### config.mk
export PLATFORM = sky130hd
export DESIGN_NAME = uart_rx_word_packer_flat
export DESIGN_NICKNAME = d
export VERILOG_FILES = /design/src/rtl/uart_rx_word_packer_if.sv /design/src/rtl/uart_rx_word_packer.sv /design/src/flat_wrapper.sv
export SDC_FILE = /design/constraint.sdc
export NUM_CORES = 1
export LEC_CHECK = 0
export BUFFER_PORTS_ARGS = -buffer_cell sky130_fd_sc_hd__buf_2
export CAP_MARGIN = 20
export CORE_MARGIN = 4
export CORE_UTILIZATION = 45
export CTS_CLUSTER_DIAMETER = 60
export CTS_CLUSTER_SIZE = 25
export DETAILED_ROUTE_END_ITERATION = 12
export GPL_ROUTABILITY_DRIVEN = 0
export SLEW_MARGIN = 20
export SYNTH_ARGS = -nofsm -noshare
export SYNTH_HDL_FRONTEND = slang
export SYNTH_SLANG_ARGS = --single-unit
### constraint.sdc
create_clock -name clk -period 5 [get_ports clk]
set_input_delay 0.75 -clock clk [delete_from_list [all_inputs] [get_ports clk]]
set_output_delay 0.75 -clock clk [all_outputs]
set_load 0.1 [all_outputs]
### src/rtl/uart_rx_word_packer_if.sv
// Stream bundle between the UART byte source, the word packer and the
// CPU-side consumer.
//
// Handshake: on both streams a transfer happens on a rising clk edge where
// tvalid and tready are both 1. The byte side has no back-pressure:
// s_tready is 1 whenever the packer is out of reset, and s_tvalid is a
// one-cycle strobe per byte. On the word side m_tvalid stays high, with
// m_tdata stable, until the consumer takes the word with m_tready.
interface uart_rx_word_packer_if;
  logic [7:0]  s_tdata;
  logic        s_tvalid;
  logic        s_tready;
  logic [31:0] m_tdata;
  logic        m_tvalid;
  logic        m_tready;

  // Environment side: drives bytes, consumes words
  modport master (
    output s_tdata, s_tvalid, m_tready,
    input  s_tready, m_tdata, m_tvalid
  );

  // Packer side: accepts bytes, offers words
  modport slave (
    input  s_tdata, s_tvalid, m_tready,
    output s_tready, m_tdata, m_tvalid
  );
endinterface

### src/rtl/uart_rx_word_packer.sv
// UART RX word packer: collects four received bytes into a 32-bit word
// (little-endian by default), queues completed words in a small FIFO and
// throws away a partial word when the inter-byte gap gets too long.
// Optional macro UART_RX_WORD_PACKER_BE_EN adds a swap_en input that
// selects big-endian lane order, latched when a word starts.
// fsm_state exposes the collector state (0 = IDLE, 1 = COLLECT).
module uart_rx_word_packer #(
  parameter int FIFO_DEPTH     = 4,
  parameter int TIMEOUT_CYCLES = 208334
) (
  input  logic                        clk,
  input  logic                        rst,
`ifdef UART_RX_WORD_PACKER_BE_EN
  input  logic                        swap_en,
`endif
  uart_rx_word_packer_if.slave        bus,
  output logic [1:0]                  byte_cnt,
  output logic [$clog2(FIFO_DEPTH):0] fifo_level,
  output logic                        overflow,
  output logic                        timeout,
  output logic [0:0]                  fsm_state
);

  localparam int AW = $clog2(FIFO_DEPTH);
  localparam int LW = AW + 1;
  localparam int TW = (TIMEOUT_CYCLES > 1) ? $clog2(TIMEOUT_CYCLES) : 1;
  localparam logic [TW-1:0] TIMER_LAST = TW'(TIMEOUT_CYCLES - 1);
  localparam logic [LW-1:0] LEVEL_FULL = LW'(FIFO_DEPTH);

  localparam logic [0:0] ST_IDLE    = 1'b0;
  localparam logic [0:0] ST_COLLECT = 1'b1;

  // Collector state
  logic [0:0]    state_q;
  logic [1:0]    cnt_q;
  logic [TW-1:0] timer_q;
  logic [31:0]   shreg_q;
  logic          timeout_q;
  logic          s_tready_q;

  // FIFO state
  logic [31:0]   mem [FIFO_DEPTH];
  logic [AW-1:0] rd_ptr_q;
  logic [AW-1:0] wr_ptr_q;
  logic [LW-1:0] level_q;
  logic [31:0]   head_q;
  logic          overflow_q;

  // Combinational helpers
  logic          be_now;
  logic [1:0]    lane;
  logic [31:0]   word_next;
  logic          word_done;
  logic          timer_expire;
  logic          fifo_empty;
  logic          fifo_full;
  logic          pop;
  logic          push_ok;
  logic          drop;
  logic [LW-1:0] level_next;
  logic [AW-1:0] rd_next;
  logic [31:0]   head_next;

`ifdef UART_RX_WORD_PACKER_BE_EN
  logic word_be_q;

  // Lane order follows swap_en on the first byte, then stays for the word
  always_comb begin
    be_now = (cnt_q == 2'd0) ? swap_en : word_be_q;
  end

  // Latch the lane order when a new word starts
  always_ff @(posedge clk or posedge rst) begin
    if (rst) begin
      word_be_q <= 1'b0;
    end else if (bus.s_tvalid && (cnt_q == 2'd0)) begin
      word_be_q <= swap_en;
    end
  end
`else
  // Little-endian only
  always_comb begin
    be_now = 1'b0;
  end
`endif

  // Place the incoming byte into its lane and derive FIFO control
  always_comb begin
    lane      = be_now ? (2'd3 - cnt_q) : cnt_q;
    word_next = shreg_q;
    word_next[8*lane +: 8] = bus.s_tdata;

    word_done    = bus.s_tvalid && (cnt_q == 2'd3);
    timer_expire = (state_q == ST_COLLECT) && !bus.s_tvalid && (timer_q == TIMER_LAST);

    fifo_empty = (level_q == '0);
    fifo_full  = (level_q == LEVEL_FULL);
    pop        = !fifo_empty && bus.m_tready;
    // A full FIFO still takes a word if the head leaves in the same cycle
    push_ok    = word_done && (!fifo_full || pop);
    drop       = word_done && fifo_full && !pop;
    level_next = level_q + LW'(push_ok) - LW'(pop);
    rd_next    = pop ? (rd_ptr_q + 1'b1) : rd_ptr_q;

    // Next registered head: bypass the incoming word when it lands at the
    // head of an otherwise empty FIFO, else read the slot rd_next points at
    if (level_next == '0) begin
      head_next = '0;
    end else if (push_ok && (level_q == LW'(pop))) begin
      head_next = word_next;
    end else begin
      head_next = mem[rd_next];
    end
  end

  // Byte collector: lane counter, inactivity timer and partial-word discard
  always_ff @(posedge clk or posedge rst) begin
    if (rst) begin
      state_q    <= ST_IDLE;
      cnt_q      <= 2'd0;
      timer_q    <= '0;
      shreg_q    <= '0;
      timeout_q  <= 1'b0;
      s_tready_q <= 1'b0;
    end else begin
      s_tready_q <= 1'b1;
      timeout_q  <= timer_expire;
      if (bus.s_tvalid) begin
        // A byte always wins over an expiring timer
        timer_q <= '0;
        if (word_done) begin
          cnt_q   <= 2'd0;
          state_q <= ST_IDLE;
          shreg_q <= '0;
        end else begin
          cnt_q   <= cnt_q + 2'd1;
          state_q <= ST_COLLECT;
          shreg_q <= word_next;
        end
      end else if (timer_expire) begin
        cnt_q   <= 2'd0;
        state_q <= ST_IDLE;
        shreg_q <= '0;
        timer_q <= '0;
      end else if (state_q == ST_COLLECT) begin
        timer_q <= timer_q + 1'b1;
      end
    end
  end

  // FIFO storage; contents need no reset because level gates visibility
  always_ff @(posedge clk) begin
    if (push_ok) begin
      mem[wr_ptr_q] <= word_next;
    end
  end

  // FIFO pointers, level, registered head word and overflow pulse
  always_ff @(posedge clk or posedge rst) begin
    if (rst) begin
      rd_ptr_q   <= '0;
      wr_ptr_q   <= '0;
      level_q    <= '0;
      head_q     <= '0;
      overflow_q <= 1'b0;
    end else begin
      rd_ptr_q   <= rd_next;
      wr_ptr_q   <= push_ok ? (wr_ptr_q + 1'b1) : wr_ptr_q;
      level_q    <= level_next;
      head_q     <= head_next;
      overflow_q <= drop;
    end
  end

  assign bus.s_tready = s_tready_q;
  assign bus.m_tdata  = head_q;
  assign bus.m_tvalid = !fifo_empty;
  assign byte_cnt     = cnt_q;
  assign fifo_level   = level_q;
  assign overflow     = overflow_q;
  assign timeout      = timeout_q;
  assign fsm_state    = state_q;

endmodule

### src/flat_wrapper.sv
// flat-port wrapper written by rule: the top's interface ports become plain ports
module uart_rx_word_packer_flat 
#(
  parameter int FIFO_DEPTH     = 4,
  parameter int TIMEOUT_CYCLES = 208334
)
  (clk, rst, byte_cnt, fifo_level, overflow, timeout, fsm_state, bus_s_tdata, bus_s_tvalid, bus_m_tready, bus_s_tready, bus_m_tdata, bus_m_tvalid);
  uart_rx_word_packer_if bus_i ();
  input  logic clk;
  input  logic rst;
  output logic [1:0] byte_cnt;
  output logic [$clog2(FIFO_DEPTH):0] fifo_level;
  output logic overflow;
  output logic timeout;
  output logic [0:0] fsm_state;
  input wire logic [$bits(bus_i.s_tdata)-1:0] bus_s_tdata;
  input wire logic [$bits(bus_i.s_tvalid)-1:0] bus_s_tvalid;
  input wire logic [$bits(bus_i.m_tready)-1:0] bus_m_tready;
  output wire logic [$bits(bus_i.s_tready)-1:0] bus_s_tready;
  output wire logic [$bits(bus_i.m_tdata)-1:0] bus_m_tdata;
  output wire logic [$bits(bus_i.m_tvalid)-1:0] bus_m_tvalid;
  assign bus_i.s_tdata = bus_s_tdata;
  assign bus_i.s_tvalid = bus_s_tvalid;
  assign bus_i.m_tready = bus_m_tready;
  assign bus_s_tready = bus_i.s_tready;
  assign bus_m_tdata = bus_i.m_tdata;
  assign bus_m_tvalid = bus_i.m_tvalid;
  uart_rx_word_packer #(.FIFO_DEPTH(FIFO_DEPTH), .TIMEOUT_CYCLES(TIMEOUT_CYCLES)) u_core (.clk(clk), .rst(rst), .bus(bus_i), .byte_cnt(byte_cnt), .fifo_level(fifo_level), .overflow(overflow), .timeout(timeout), .fsm_state(fsm_state));
endmodule
==> impl_results.rst, run 1 <==
.. list-table::
   :header-rows: 1

   * - Metric
     - Value
   * - Type of the setup path with the least slack
     - flip-flop to flip-flop
   * - Io pins
     - 54
   * - Startpoint of the worst-slack reg-to-reg timing path
     - u_core.byte_cnt[0]
   * - Clock network fraction of total power
     - 0.196
   * - Minimum setup slack among reg-to-reg paths
     - 1.43 ns
   * - Count of unresolved DRC violations after routing
     - 0
   * - Distinct cells, synth
     - 51
   * - Areal power density over the cells
     - 680 nW/um2
   * - Diodes inserted
     - 0
   * - Yosys Warn Count
     - 0
   * - Final worst clock skew
     - 0.0277 ns
   * - Reg2Reg Depth
     - 9
   * - Static power due to leakage
     - 4.04 nW
   * - Launching element of the worst setup path
     - u_core.byte_cnt[0]
   * - Number of DRC markers after the initial detailed-route iteration
     - 346
   * - Total number of placement rows
     - 51
   * - Routed wire length
     - 18.8 mm
   * - Critical Path Sink Type
     - flip-flop
   * - Number of nets in the final layout
     - 663
   * - Clock sink count
     - 223
   * - Arrival time worst endpoint
     - 3.95 ns
   * - Detailed placer's ending HPWL
     - 11.2 mm
   * - Setup bufs post-CTS
     - 0
   * - HP Class
     - input pin to asynchronous set/reset pin
   * - Syn Area/Cell
     - 15.5 um2
   * - Overall track demand over capacity in global routing
     - 0.171
   * - Area occupied by multi-input gates
     - 2690 um2
   * - Post-synthesis cell count
     - 590
   * - Share of synthesized area occupied by flip-flops and latches
     - 0.679
   * - Maximum buffer depth of the clock tree
     - 3
   * - Final Hold Vio Count
     - 0
   * - Gate power share
     - 0.449
   * - Synth Cell Area
     - 9160 um2
   * - Share of layout cells above drive strength 1
     - 0.176
   * - Grt total ovfl
     - 0
   * - Portion of the clock cycle consumed by the worst path in the final layout
     - 0.715
   * - Count of input and output buffers
     - 53
   * - Post-detailed-placement cell area
     - 9600 um2
   * - Post-DRT Antenna Nets
     - 0
   * - Main synth FF type
     - sky130_fd_sc_hd__edfxtp_1
   * - Maximum frequency from static timing analysis
     - 280 MHz
   * - CTS clk-pin slew, worst paths
     - 0.09 ns
   * - Fraction of post-synthesis cell area in the top cell type by area
     - 0.420
   * - Async SR Flop Fraction
     - 0.426
   * - Full die area
     - 22700 um2
   * - Post-cts repair resize count
     - 0
   * - Inserted Clock Buffers
     - 16
   * - Relative slew slack
     - 0.316
   * - Final count of pins violating max slew
     - 0
   * - Number of endpoints failing setup at the final stage
     - 0
   * - Synth Register Bits
     - 223
   * - Seq. cell area
     - 6220 um2
   * - Number of buffers inserted for hold repair after clock tree synthesis
     - 0
   * - FILL cells
     - 1635
   * - Unrepaired setup endpoints after global routing
     - false
   * - Biggest fanout along the worst timing path
     - 32
   * - Routed vias
     - 5087
   * - Worst setup SP type
     - flip-flop
   * - Required time of the critical path
     - 5.38 ns
   * - Number of antenna violations at the first check in global routing
     - 0
   * - Largest net degree at the start of global routing
     - 64
   * - Library cell occupying the most area in the post-synthesis netlist
     - sky130_fd_sc_hd__edfxtp_1
   * - Area of the core region
     - 19700 um2
   * - Largest cells by area after synthesis
     - sky130_fd_sc_hd__edfxtp_1, sky130_fd_sc_hd__dfrtp_1, sky130_fd_sc_hd__mux2i_1
   * - Syn_nets
     - 616
   * - Clock insertion delay at the later pin of the skew report
     - 0.49 ns
   * - Vertical extent of the die
     - 151 um
   * - Buffer type at the clock tree root
     - sky130_fd_sc_hd__clkbuf_16
   * - Layout-stage area growth over the synthesis result
     - 11.0%
   * - Max-cap violation count
     - 0
   * - Post-route minimum period
     - 3.57 ns
   * - Number of enable flip-flop cells after synthesis
     - 128
   * - Outcome
     - complete, no violations
   * - Worst setup path end
     - u_core.bus.m_tdata[4]
   * - Routed length per instance
     - 20.6 um
   * - Clock tree from TritonCTS
     - built
   * - Vias in the first global route
     - 5396
   * - Worst VDD drop
     - 330 uV
   * - Capturing point of the worst reg2reg path
     - u_core.bus.m_tdata[4]
   * - Die width
     - 151 um
   * - Switching part of the total
     - 0.446
   * - TritonRoute pass-1 iters
     - 4
   * - Final instance area
     - 10200 um2
   * - Global-route wire length before repair
     - 30.0 mm
   * - Design internal power
     - 3.84 mW
   * - Portion of total power attributed to sequential cells
     - 0.356
   * - Final TNS setup
     - 0 ns
   * - Pin slew with the least headroom to its limit
     - 1.03 ns
   * - Per-cell via count in the routed design
     - 5.58
   * - Starting density of the core
     - 0.465
   * - Switching power
     - 3.08 mW
   * - # H-tree levels
     - 1
==> critical path: stages, from the launching register on <==
cell	delay (ns)
sky130_fd_sc_hd__dfrtp_1	0.51
sky130_fd_sc_hd__ha_1	0.38
sky130_fd_sc_hd__nand2_1	0.19
sky130_fd_sc_hd__nor2_1	0.40
sky130_fd_sc_hd__ha_1	0.26
sky130_fd_sc_hd__fa_1	0.18
sky130_fd_sc_hd__xor3_1	0.49
sky130_fd_sc_hd__nand2_1	0.17
sky130_fd_sc_hd__nand3b_4	0.50
sky130_fd_sc_hd__o221ai_1	0.38
==> power groups by stage <==
stage	combinational (mW)	sequential [mW]	clock [mW]
after floorplan	1.62	3.55	0
after global placement	3.06	2.49	0
after detailed placement	3.13	2.50	0
after CTS	3.13	2.46	1.39
after global routing	3.29	2.49	1.47
final	3.11	2.46	1.35
==> synthesized netlist by cell type, types with 7 or more instances <==
cell / n
sky130_fd_sc_hd__xor2_1: 7
sky130_fd_sc_hd__mux2i_1: 64
sky130_fd_sc_hd__and2_1: 7
sky130_fd_sc_hd__nand4_1: 7
sky130_fd_sc_hd__o221ai_2: 16
sky130_fd_sc_hd__edfxtp_1: 128
sky130_fd_sc_hd__a21boi_0: 7
sky130_fd_sc_hd__a21oi_1: 7
sky130_fd_sc_hd__buf_4: 7
sky130_fd_sc_hd__o221ai_1: 16
sky130_fd_sc_hd__buf_2: 8
sky130_fd_sc_hd__clkbuf_1: 7
sky130_fd_sc_hd__nor2_1: 15
sky130_fd_sc_hd__nand2_1: 47
sky130_fd_sc_hd__dfrtp_1: 95
sky130_fd_sc_hd__ha_1: 13
sky130_fd_sc_hd__a22o_1: 56
sky130_fd_sc_hd__inv_1: 16
==> layout by cell type, fill, tap and decap left out, types with 2 or more instances in the layout <==
cell type                   Yosys  final
sky130_fd_sc_hd__and2_2         0      4
sky130_fd_sc_hd__nand4_1        7      7
sky130_fd_sc_hd__buf_2          8     53
sky130_fd_sc_hd__inv_1         16     15
sky130_fd_sc_hd__o21ai_1        2      2
sky130_fd_sc_hd__dfrtp_1       95     95
sky130_fd_sc_hd__clkinv_1       1      3
sky130_fd_sc_hd__nand3_1        4      4
sky130_fd_sc_hd__edfxtp_1     128    128
sky130_fd_sc_hd__o31ai_1        4      4
sky130_fd_sc_hd__and3_1         4      4
sky130_fd_sc_hd__nor4bb_2       0      2
sky130_fd_sc_hd__nand2_1       47     47
sky130_fd_sc_hd__o21ai_0        4      4
sky130_fd_sc_hd__a21oi_1        7      7
sky130_fd_sc_hd__and2_1         7      3
sky130_fd_sc_hd__mux2i_1       64     64
sky130_fd_sc_hd__nor4b_1        2      2
sky130_fd_sc_hd__a22o_1        56     56
sky130_fd_sc_hd__xor2_1         7      7
sky130_fd_sc_hd__nor2_1        15     15
sky130_fd_sc_hd__inv_6          0      3
sky130_fd_sc_hd__buf_4          7      6
sky130_fd_sc_hd__o221ai_1      16     16
sky130_fd_sc_hd__clkbuf_16      0     17
sky130_fd_sc_hd__a21o_1         2      2
sky130_fd_sc_hd__a21boi_0       7      7
sky130_fd_sc_hd__xnor2_1        5      5
sky130_fd_sc_hd__or3_1          5      5
sky130_fd_sc_hd__ha_1          13     13
sky130_fd_sc_hd__or4_1          4      4
sky130_fd_sc_hd__clkinv_8       0      3
sky130_fd_sc_hd__and4_1         2      2
sky130_fd_sc_hd__o221ai_2      16     16
==> sequential cells by signal (all words and copies together), names as in the netlist <==
signal               flops
u_core.bus.s_tready      1
u_core.fsm_state         1
u_core.rd_ptr_q          2
u_core.timer_q          18
u_core.wr_ptr_q          2
u_core.mem             128
u_core.fifo_level        3
u_core.bus.m_tdata      32
u_core.byte_cnt          2
u_core.timeout           1
u_core.overflow          1
u_core.shreg_q          32
==> metal layers <==
layer,vias up,global-route usage,part of all wire
met5,-,0,0
met2,104,0.294,0.50
met1,2590,0.220,0.42
met3,43,0.0283,0.040
li1,2350,-,-
met4,0,0.0585,0.036
==> worst min-delay path by stage <==
| stage | endpoint | slack [ns] | depth (start not counted) |
|---|---|---|---|
| 2_1_floorplan | u_core.shreg_q[21] | 0.47 | 1 |
| 3_3_place_gp | u_core.shreg_q[11] | 0.49 | 1 |
| 3_5_place_dp | u_core.shreg_q[22] | 0.49 | 1 |
| 4_1_cts | u_core.shreg_q[14] | 0.47 | 2 |
| 5_1_grt | u_core.shreg_q[23] | 0.51 | 2 |
| 6_report | u_core.bus.m_tdata[10] | 0.44 | 2 |
==> cell families after synthesis <==
family          synth area share
flops                      0.679
mux                       0.0699
simple gates              0.0606
xor+xnor                  0.0158
other cells             0.000409
compound gates             0.122
buf+inv                   0.0320
fa+ha+maj                 0.0199
==> metrics by stage <==
step           setup WS (ns)  power [mW]  instances  utilization  hold slack (ns)
6_report                1.43        6.92        912        0.516            0.438
3_5_place_dp            1.25        5.62        884        0.487            0.491
5_1_grt                 1.12        7.25        912        0.516            0.507
2_1_floorplan           1.60        5.17        590            -            0.473
3_3_place_gp            1.42        5.55        884        0.487            0.489
4_1_cts                 1.50        6.98        912        0.515            0.469
==> area by class of cell <==
type,instances,area share
clock inverters,10,0.0119
repair buffers,59,0.0305
inverters,17,0.00652
well taps,265,0.0326
clock buffers,18,0.0422
flip-flops and latches,223,0.612
multi-input cells,320,0.265
Note: power is estimated with default switching activity, not from simulation.
==> run 2: changes to the inputs <==
--- a/config.mk
+++ b/config.mk
@@ -5,6 +5,7 @@
 export SDC_FILE = /design/constraint.sdc
 export NUM_CORES = 1
 export LEC_CHECK = 0
+export ABC_AREA = 1
 export BUFFER_PORTS_ARGS = -buffer_cell sky130_fd_sc_hd__buf_2
 export CAP_MARGIN = 20
 export CORE_MARGIN = 4
==> constraint.sdc (replaced) <==
create_clock -name clk -period 3.5 [get_ports clk]
set_input_delay 0.525 -clock clk [delete_from_list [all_inputs] [get_ports clk]]
set_output_delay 0.525 -clock clk [all_outputs]
set_load 0.1 [all_outputs]
==> run 2 against run 1 <==
  * Routed wire length is 16% higher
  * Final area up 6.3%
  * Sequential share of layout area shrank 3.6 points
  * Critical path type unchanged
  * Largest cell class unchanged
  * Highest routed layer unchanged
==> impl_results.rst, run 2 <==
.. list-table::
   :header-rows: 1

   * - Metric
     - Value
   * - Maximum buffer depth of the clock tree
     - 3 (unchanged)
   * - Outcome
     - complete, no violations
   * - Starting density of the core
     - 0.460 (-0.00422)
   * - Relative slew slack
     - 0.486 (+0.170)
   * - Utilization after layout
     - 0.511 (-0.00456)
   * - Post-synthesis cell count
     - 934 (+58%)
   * - Die width
     - 155 um (+2.9%)
   * - Crit path largest cell delay
     - 0.44 ns (-0.07 ns)
   * - Synth top cells by count
     - sky130_fd_sc_hd__nand2_1, sky130_fd_sc_hd__nand3_1, sky130_fd_sc_hd__edfxtp_1, sky130_fd_sc_hd__inv_1, sky130_fd_sc_hd__dfrtp_1
   * - Final worst clock skew
     - 0.0211 ns (-0.00664 ns)
   * - Routed wire length
     - 21.7 mm (+16%)
   * - Post-DRT Antenna Nets
     - 0 (unchanged)
   * - Required time of the critical path
     - 3.84 ns (-1.54 ns)
   * - Total number of placement rows
     - 53 (+3.9%)
   * - Worst setup SP type
     - flip-flop
   * - Family of cells with the greatest summed delay on the critical path
     - adder cells
   * - Async SR Flop Fraction
     - 0.426 (unchanged)
   * - Portion of the clock cycle consumed by the worst path in the final layout
     - 0.824 (+0.109)
   * - Number of enable flip-flop cells after synthesis
     - 128 (unchanged)
   * - Biggest fanout along the worst timing path
     - 22 (-31%)
   * - Clock tree from TritonCTS
     - built
   * - Global-route wire length before repair
     - 35.3 mm (+18%)
   * - Yosys Warn Count
     - 0 (unchanged)
   * - Distinct cells, synth
     - 37 (-27%)
   * - Critical Path Sink Type
     - flip-flop
   * - Full die area
     - 24100 um2 (+6.0%)
   * - Share of synthesized area occupied by flip-flops and latches
     - 0.639 (-0.0403)
   * - Synth Cell Area
     - 9740 um2 (+6.3%)
   * - Static power due to leakage
     - 4.76 nW (+18%)
   * - Most frequent standard cell in the layout excluding fill and tap cells
     - sky130_fd_sc_hd__nand2_1
   * - Max-cap violation count
     - 0 (unchanged)
   * - Capturing point of the worst reg2reg path
     - u_core.bus.m_tdata[19]
   * - Largest net degree at the start of global routing
     - 65 (+1.6%)
   * - Critical path, cell by cell
     - nor2_4, nand2_4, nand2_4, inv_2, ha_1, inv_1, ha_1, fa_1, xnor2_2, nor2_1, nand2_2, buf_12, o21ai_1, a21oi_1
   * - Library cell occupying the most area in the post-synthesis netlist
     - sky130_fd_sc_hd__edfxtp_1
   * - Buffer type at the clock tree root
     - sky130_fd_sc_hd__clkbuf_16
   * - Share of layout cells above drive strength 1
     - 0.126 (-0.0498)
   * - Number of endpoints failing setup at the final stage
     - 0 (unchanged)
   * - Routed length per instance
     - 17.2 um (-17%)
   * - Final Hold Vio Count
     - 0 (unchanged)
   * - Main synth FF type
     - sky130_fd_sc_hd__edfxtp_1
   * - Met2 GRT Util
     - 0.294 (about the same)
   * - Count of input and output buffers
     - 53 (unchanged)
   * - Maximum frequency from static timing analysis
     - 347 MHz (+24%)
   * - WP buf/inv
     - 3 (+3)
   * - FILL cells
     - 1908 (+17%)
   * - CTS clk-pin slew, worst paths
     - 0.08 ns (about the same)
   * - Max stage delay cell, worst path
     - sky130_fd_sc_hd__dfrtp_1
   * - Overall track demand over capacity in global routing
     - 0.183 (+0.0124)
   * - Area of the core region
     - 21200 um2 (+7.3%)
   * - Arrival time worst endpoint
     - 3.22 ns (-0.73 ns)
   * - # H-tree levels
     - 1 (unchanged)
   * - Areal power density over the cells
     - 944 nW/um2 (+39%)
   * - Number of flip-flops in the largest register
     - 128 (unchanged)
   * - Final Hold Slack
     - 0.140 ns (-0.298 ns)
   * - Vias in the first global route
     - 6517 (+21%)
   * - Fraction of post-synthesis cell area in the top cell type by area
     - 0.395 (-0.0249)
   * - Unrepaired setup endpoints after global routing
     - false
   * - Overall power after layout
     - 10.2 mW (+47%)
   * - Pin slew with the least headroom to its limit
     - 0.770 ns (-0.256 ns)
   * - Final count of pins violating max slew
     - 0 (unchanged)
   * - Type of the setup path with the least slack
     - flip-flop to flip-flop
   * - Commonest non-fill, non-tap cells in the layout
     - sky130_fd_sc_hd__nand2_1, sky130_fd_sc_hd__nand3_1, sky130_fd_sc_hd__edfxtp_1
   * - Syn_nets
     - 960 (+56%)
   * - Inserted Clock Buffers
     - 18 (+2)
   * - Number of DRC markers after the initial detailed-route iteration
     - 347 (+0.29%)
   * - Diodes inserted
     - 0 (unchanged)
   * - Number of buffers inserted for hold repair after clock tree synthesis
     - 0 (unchanged)
   * - Most frequently used cell type in the post-synthesis netlist
     - sky130_fd_sc_hd__nand2_1
   * - Io pins
     - 54 (unchanged)
   * - Syn Area/Cell
     - 10.4 um2 (-33%)
   * - Worst VDD drop
     - 461 uV (+40%)
   * - Grt total ovfl
     - 0 (unchanged)
   * - Synth Register Bits
     - 223 (unchanged)
   * - Largest cells by area after synthesis
     - sky130_fd_sc_hd__edfxtp_1, sky130_fd_sc_hd__dfrtp_1, sky130_fd_sc_hd__nand3_1
   * - Vertical extent of the die
     - 155 um (+2.9%)
   * - Clock sink count
     - 223 (unchanged)
   * - Met3 global-route usage
     - 0.0317 (+0.00341)
   * - Most Used Layer, Global Route
     - met2
   * - Per-cell via count in the routed design
     - 5.25 (-6.0%)
   * - GR Layer Usage met1
     - 0.263 (+0.0437)
   * - Layout-stage area growth over the synthesis result
     - 11.0% (about the same)
   * - Setup bufs post-CTS
     - 0 (unchanged)
   * - Startpoint of the worst-slack reg-to-reg timing path
     - u_core.fifo_level[1]
   * - TritonRoute pass-1 iters
     - 5 (+1)
   * - Post-cts repair resize count
     - 0 (unchanged)
   * - Reg2Reg Depth
     - 14 (+5)
   * - Largest Register
     - u_core.mem
   * - Post-route minimum period
     - 2.88 ns (-0.691 ns)
   * - Number of antenna violations at the first check in global routing
     - 0 (unchanged)
   * - Clock insertion delay at the later pin of the skew report
     - 0.50 ns (about the same)
   * - Count of unresolved DRC violations after routing
     - 0 (unchanged)
   * - HP Class
     - input pin to asynchronous set/reset pin
   * - Minimum setup slack among reg-to-reg paths
     - 0.62 ns (-0.81 ns)
   * - Detailed placer's ending HPWL
     - 13.1 mm (+16%)
   * - Routed vias
     - 6630 (+30%)
   * - Number of nets in the final layout
     - 1003 (+51%)
-- run 2: per-stage QoR --
stage	TNS (ns)	instance area [um2]	std cells	setup slack [ns]
5_1_grt	0	10800	1264	0.407
4_1_cts	0	10800	1264	0.610
2_1_floorplan	-6.97	9740	934	-0.0544
3_5_place_dp	0	10200	1232	0.603
3_3_place_gp	0	10200	1232	0.702
6_report	0	10800	1264	0.616
-- run 2: cell type report --
type / count / area (um2) / area share
Timing Repair Buffer: 64 / 360 / 0.0333
Inverter: 108 / 410 / 0.0379
Clock buffer: 20 / 479 / 0.0443
Sequential cell: 223 / 6220 / 0.575
Clock inverter: 12 / 150 / 0.0139
Multi-Input combinational cell: 562 / 2850 / 0.264
Tap cell: 275 / 344 / 0.0318
-- run 2: worst max path at each step --
stage                         start                     end  slack [ns]  cells after the start
4_1_cts        u_core.fifo_level[1]   u_core.bus.m_tdata[2]        0.61                     14
3_3_place_gp           bus_m_tready  u_core.bus.m_tdata[13]        0.70                     13
3_5_place_dp   u_core.fifo_level[1]  u_core.bus.m_tdata[19]        0.60                     14
5_1_grt        u_core.fifo_level[1]   u_core.bus.m_tdata[2]        0.41                     14
6_report       u_core.fifo_level[1]  u_core.bus.m_tdata[19]        0.62                     14
2_1_floorplan    u_core.byte_cnt[0]        u_core.mem[1][0]       -0.05                      5
-- run 2: where the power goes --
part,total [mW],internal (mW),switching (mW)
clock network,2.13,1.12,1.02
registers,3.50,3.31,0.195
logic,4.57,0.959,3.61
-- run 2: cell families (layout without fill, tap and decap cells) --
group,Yosys count,count (layout),synth area share
AND/OR/NAND/NOR,413,413,0.193
flip-flops,223,223,0.639
buffers and inverters,149,204,0.0717
AO/OA/AOI/OAI,126,126,0.0690
adder cells (fa/ha/maj),14,14,0.0188
XOR/XNOR,8,8,0.00797
other,1,1,0.000385
-- run 2: worst register-to-register path, stage by stage, from the launching register on --
cell	delay (ns)
sky130_fd_sc_hd__dfrtp_1	0.44
sky130_fd_sc_hd__nor2_4	0.19
sky130_fd_sc_hd__nand2_4	0.08
sky130_fd_sc_hd__nand2_4	0.08
sky130_fd_sc_hd__inv_2	0.04
sky130_fd_sc_hd__ha_1	0.32
sky130_fd_sc_hd__inv_1	0.06
sky130_fd_sc_hd__ha_1	0.20
sky130_fd_sc_hd__fa_1	0.41
sky130_fd_sc_hd__xnor2_2	0.16
sky130_fd_sc_hd__nor2_1	0.14
sky130_fd_sc_hd__nand2_2	0.21
sky130_fd_sc_hd__buf_12	0.23
sky130_fd_sc_hd__o21ai_1	0.10
sky130_fd_sc_hd__a21oi_1	0.07
-- run 2: routing by layer --
| layer | vias to the layer above | wire (um) |
|---|---|---|
| li1 | 3240 | - |
| met1 | 3226 | 10400 |
| met2 | 130 | 9960 |
| met3 | 34 | 1000 |
| met4 | 0 | 413 |
| met5 | - | 0 |
